File: src/rtl/demux_1to4_pkg.sv
// Shared types and constants for the 1-to-4 demultiplexer.
package demux_1to4_pkg;

    typedef logic [1:0] sel_t;

    localparam sel_t SEL_Y0 = 2'd0;
    localparam sel_t SEL_Y1 = 2'd1;
    localparam sel_t SEL_Y2 = 2'd2;
    localparam sel_t SEL_Y3 = 2'd3;

    localparam int NUM_LANES = 4;

endpackage

File: src/rtl/demux_1to4_decode.sv
// Combinational 2->4 one-hot decoder with enable.
// The output is all-zero when disabled or when sel is unknown.
module demux_1to4_decode
    import demux_1to4_pkg::*;
(
    input  logic                 en,
    input  sel_t                 sel,
    output logic [NUM_LANES-1:0] hot
);

    // Decode the select into one hot bit.
    // An X/Z select matches no item, so it falls through to the zero default.
    always_comb begin
        hot = '0;
        if (en) begin
            case (sel)
                SEL_Y0:  hot = 4'b0001;
                SEL_Y1:  hot = 4'b0010;
                SEL_Y2:  hot = 4'b0100;
                SEL_Y3:  hot = 4'b1000;
                default: hot = '0;
            endcase
        end
    end

endmodule

File: src/rtl/demux_1to4.sv
// 1-to-4 demultiplexer with per-lane valid.
// The output stage is either registered (1-cycle latency) or combinational.
module demux_1to4
    import demux_1to4_pkg::*;
#(
    parameter int DATA_W     = 1,
    parameter bit REGISTERED = 1
) (
    input  logic              clk,
    input  logic              rst,
    input  sel_t              sel,
    input  logic [DATA_W-1:0] i,
    input  logic              in_valid,
    output logic [DATA_W-1:0] y0,
    output logic [DATA_W-1:0] y1,
    output logic [DATA_W-1:0] y2,
    output logic [DATA_W-1:0] y3,
    output logic [3:0]        y_valid
);

    if (DATA_W < 1) begin : g_bad_width
        $error("demux_1to4: DATA_W must be >= 1");
    end

    logic [NUM_LANES-1:0]             hot;
    logic [NUM_LANES-1:0][DATA_W-1:0] lane_d;
    logic [NUM_LANES-1:0][DATA_W-1:0] lane_q;
    logic [NUM_LANES-1:0]             vld_q;

    demux_1to4_decode u_dec (
        .en  (in_valid),
        .sel (sel),
        .hot (hot)
    );

    // Only the hot lane carries the data; every other lane is forced to zero.
    for (genvar n = 0; n < NUM_LANES; n++) begin : g_lane
        assign lane_d[n] = hot[n] ? i : '0;
    end

    if (REGISTERED) begin : g_reg
        // Output flops. Reset wins over any incoming transfer.
        always_ff @(posedge clk) begin
            if (rst) begin
                lane_q <= '0;
                vld_q  <= '0;
            end else begin
                lane_q <= lane_d;
                vld_q  <= hot;
            end
        end

        a_rst_clears: assert property (@(posedge clk) rst |=> (vld_q == '0 && lane_q == '0));
    end else begin : g_comb
        assign lane_q = lane_d;
        assign vld_q  = hot;

        // clk and rst have no function in this mode.
        logic unused_clk_rst;
        assign unused_clk_rst = ^{clk, rst};
    end

    assign y0      = lane_q[0];
    assign y1      = lane_q[1];
    assign y2      = lane_q[2];
    assign y3      = lane_q[3];
    assign y_valid = vld_q;

    a_onehot0: assert property (@(posedge clk) $onehot0(y_valid));

    for (genvar n = 0; n < NUM_LANES; n++) begin : g_chk
        a_idle_zero: assert property (@(posedge clk) !y_valid[n] |-> lane_q[n] == '0);
    end

endmodule

File: config.mk
export PLATFORM = sky130hd
export DESIGN_NAME = demux_1to4
export DESIGN_NICKNAME = d
export VERILOG_FILES = /design/src/rtl/demux_1to4_pkg.sv /design/src/rtl/demux_1to4_decode.sv /design/src/rtl/demux_1to4.sv
export SDC_FILE = /design/constraint.sdc
export NUM_CORES = 1
export LEC_CHECK = 0
export CAP_MARGIN = 20
export CELL_PAD_IN_SITES_DETAIL_PLACEMENT = 0
export CELL_PAD_IN_SITES_GLOBAL_PLACEMENT = 2
export CORE_AREA = 10 10 47 49
export CTS_CLUSTER_SIZE = 24
export DETAILED_ROUTE_END_ITERATION = 8
export DIE_AREA = 0 0 57 59
export PLACE_DENSITY_LB_ADDON = 0.25
export SLEW_MARGIN = 20
export SYNTH_ARGS = -nofsm -noshare
export SYNTH_HDL_FRONTEND = slang
export SYNTH_SLANG_ARGS = --single-unit
File: constraint.sdc
create_clock -name clk -period 1.45 [get_ports clk]
set_clock_uncertainty 0.1 [all_clocks]
set_input_delay 0.145 -clock clk [delete_from_list [all_inputs] [get_ports clk]]
set_output_delay 0.145 -clock clk [all_outputs]
set_load 0.005 [all_outputs]
==> impl_metrics.py <==
metrics = {
    "status": {
        "outcome": "finished clean",
    },
    "logic_synthesis": {
        "synth-seq-area-share": 0.6465,
        "synth_top_area_share": 0.6465,
        "synthCells": 21,
        "synth_edf_count": 0,
        "synthTopCellsByCount": "dfxtp_1, nor2_1, nand2b_1, nor3_2",
        "synth_ff_type": "dfxtp_1",
        "synth-seq-cells": 8,
        "netlist-cell-type-count": 7,
        "synthTopCellsByArea": "dfxtp_1, nor2_1, nand3b_4",
        "yosysTopAreaCell": "dfxtp_1",
        "syn_area_sq_um": 247.7,
        "yosysMostFrequentCell": "dfxtp_1",
        "synth_nets": 27,
        "avgSynthCellArea_sq_um": 11.80,
        "async_flop_share": 0,
        "ys_warn_count": 0,
    },
    "cells_and_area": {
        "finalInstanceArea_sq_um": 420.4,
        "antenna_cells": 0,
        "final_util": 0.3000,
        "layout-drive-gt1-share": 0.1892,
        "nNetsFinal": 45,
        "area_delta_synth_final_pct": 69.70,
    },
    "cts": {
        "cts_setup_buffers": 0,
        "clk_path_buf_depth": 2,
        "cts_tree": "built",
        "cts_root_buf": "clkbuf_4",
        "h-tree-depth": 1,
        "cts_buffers": 3,
        "clk_pin_slew_worst_paths_ps": 50,
        "cts_resized": 0,
        "cts_hold_buffers": 0,
        "clock_sinks": 8,
    },
    "routing": {
        "ant_nets": 0,
        "drc": 0,
        "dr.pass1.iters": 2,
        "drt-total-wl_um": 541,
        "vias": 191,
        "wl_per_cell_um": 10.21,
        "drt_iter0_markers": 1,
        "vias_per_cell": 3.604,
    },
    "timing": {
        "fmax_ghz": 0.7686,
        "slew_violations": 0,
        "hold_viol": 0,
        "tightest_slew_ps": 216.4,
        "setup_viol": 0,
        "tns_ps": 0,
        "slew_headroom": 0.8553,
        "period_needed_ps": 1301,
        "rsz0062_at_grt": "false",
        "finalCritPeriodShare": 0.8973,
    },
    "die": {
        "num_rows": 14,
        "initial_core_util": 0.1768,
        "top_level_ports": 14,
        "die_area_sq_um": 3363,
        "die_y_um": 59,
        "core_area_sq_um": 1401,
        "die_x_um": 57,
    },
    "setup_path": {
        "worst_setup_path_start_kind": "register",
        "path_delay_family": "buffers and inverters",
        "critPathBufInv": 1,
        "cp_data_arrival_time_ps": 1060,
        "cp_max_fo": 1,
        "cp_slowest_cell": "clkdlybuf4s50_1",
        "critical_path.max_stage_delay_ps": 500,
        "path_cells": "clkdlybuf4s50_1",
        "critPathRequiredTime_ps": 1210,
        "critical_path_class": "register to output port",
        "cp-end-kind": "output port",
    },
    "pwr": {
        "report.power.total_w": 0.0004274,
        "ir_drop_v": 0.0003124,
        "power_density_nw_per_um2": 1017,
        "leakage_nw": 0.1632,
    },
    "global_routing": {
        "antenna_found_initial": 0,
        "grt_max_degree": 6,
        "grt_pass1_vias": 233,
        "grt_pass1_wl_mm": 1.014,
        "grt_usage": 0.04026,
        "grt-ovfl-total": 0,
    },
    "placement": {
        "placedInstanceArea_sq_um": 397.9,
        "post-dp-hpwl_um": 464,
        "port-buffer-count": 13,
        "gp_congestion": 0.6593,
    },
    "job": {
        "maxCapViolCount": 0,
    },
    "hold_path": {
        "hold_class": "primary input to register",
    },
}
final timing paths:
check / cells past startpoint / startpoint / slack, ps / to
max: 1 / y0 / 150 / y0
min: 3 / i / 440 / y0
registers in the layout, indices dropped and copies added, names as in the netlist:
| name | count |
|---|---|
| y3 | 1 |
| y1 | 1 |
| y_valid | 4 |
| y0 | 1 |
| y2 | 1 |
final cells by class:
type,count,area [sq um]
flip-flops and latches,8,160.2
fillers,150,980.9
clock buffers,3,22.52
well taps,16,20.02
repair buffers,13,130.1
multi-input cells,13,87.58
cell usage in the layout, fill, tap and decap left out:
cell type	instances
clkbuf_4	3
clkdlybuf4s50_1	13
dfxtp_1	8
nand2_1	1
nand2b_1	2
nand2b_2	1
nand3b_4	1
nor2_1	6
nor3_2	2
report_power, final:
group | total, W | leakage [nW] | switching (W) | internal, W
clock network | 0.000158 | 0.0138 | 0.0000644 | 0.0000939
logic | 0.0000429 | 0.0845 | 0.0000167 | 0.0000262
registers | 0.000226 | 0.0649 | 0.00000110 | 0.000225
total | 0.000427 | 0.163 | 0.0000822 | 0.000345
cell families (layout without fill, tap and decap cells):
| group | Yosys count | after routing | synth area share |
|---|---|---|---|
| simple gates | 13 | 13 | 0.3535 |
| flops | 8 | 8 | 0.6465 |
| buf+inv | 0 | 16 | 0 |
through the flow:
| step | hold WS, ps | setup slack (ps) | std cells |
|---|---|---|---|
| 6_report | 435.3 | 148.9 | 53 |
| 3_3_place_gp | 690.1 | 312.7 | 50 |
| 4_1_cts | 431.4 | 139.1 | 53 |
| 3_5_place_dp | 696.4 | 297.4 | 50 |
| 5_1_grt | 461.4 | 99.48 | 53 |
| 2_1_floorplan | 114.0 | 864.5 | 21 |
routing by layer:
metal / up-vias / part of all wire / track usage
li1: 99 / - / -
met1: 83 / 0.43 / 0.04177
met2: 9 / 0.45 / 0.05271
met3: 0 / 0.12 / 0.03219
met4: 0 / 0 / 0.03020
met5: - / 0 / 0
Power figures use the tool's default switching activity.
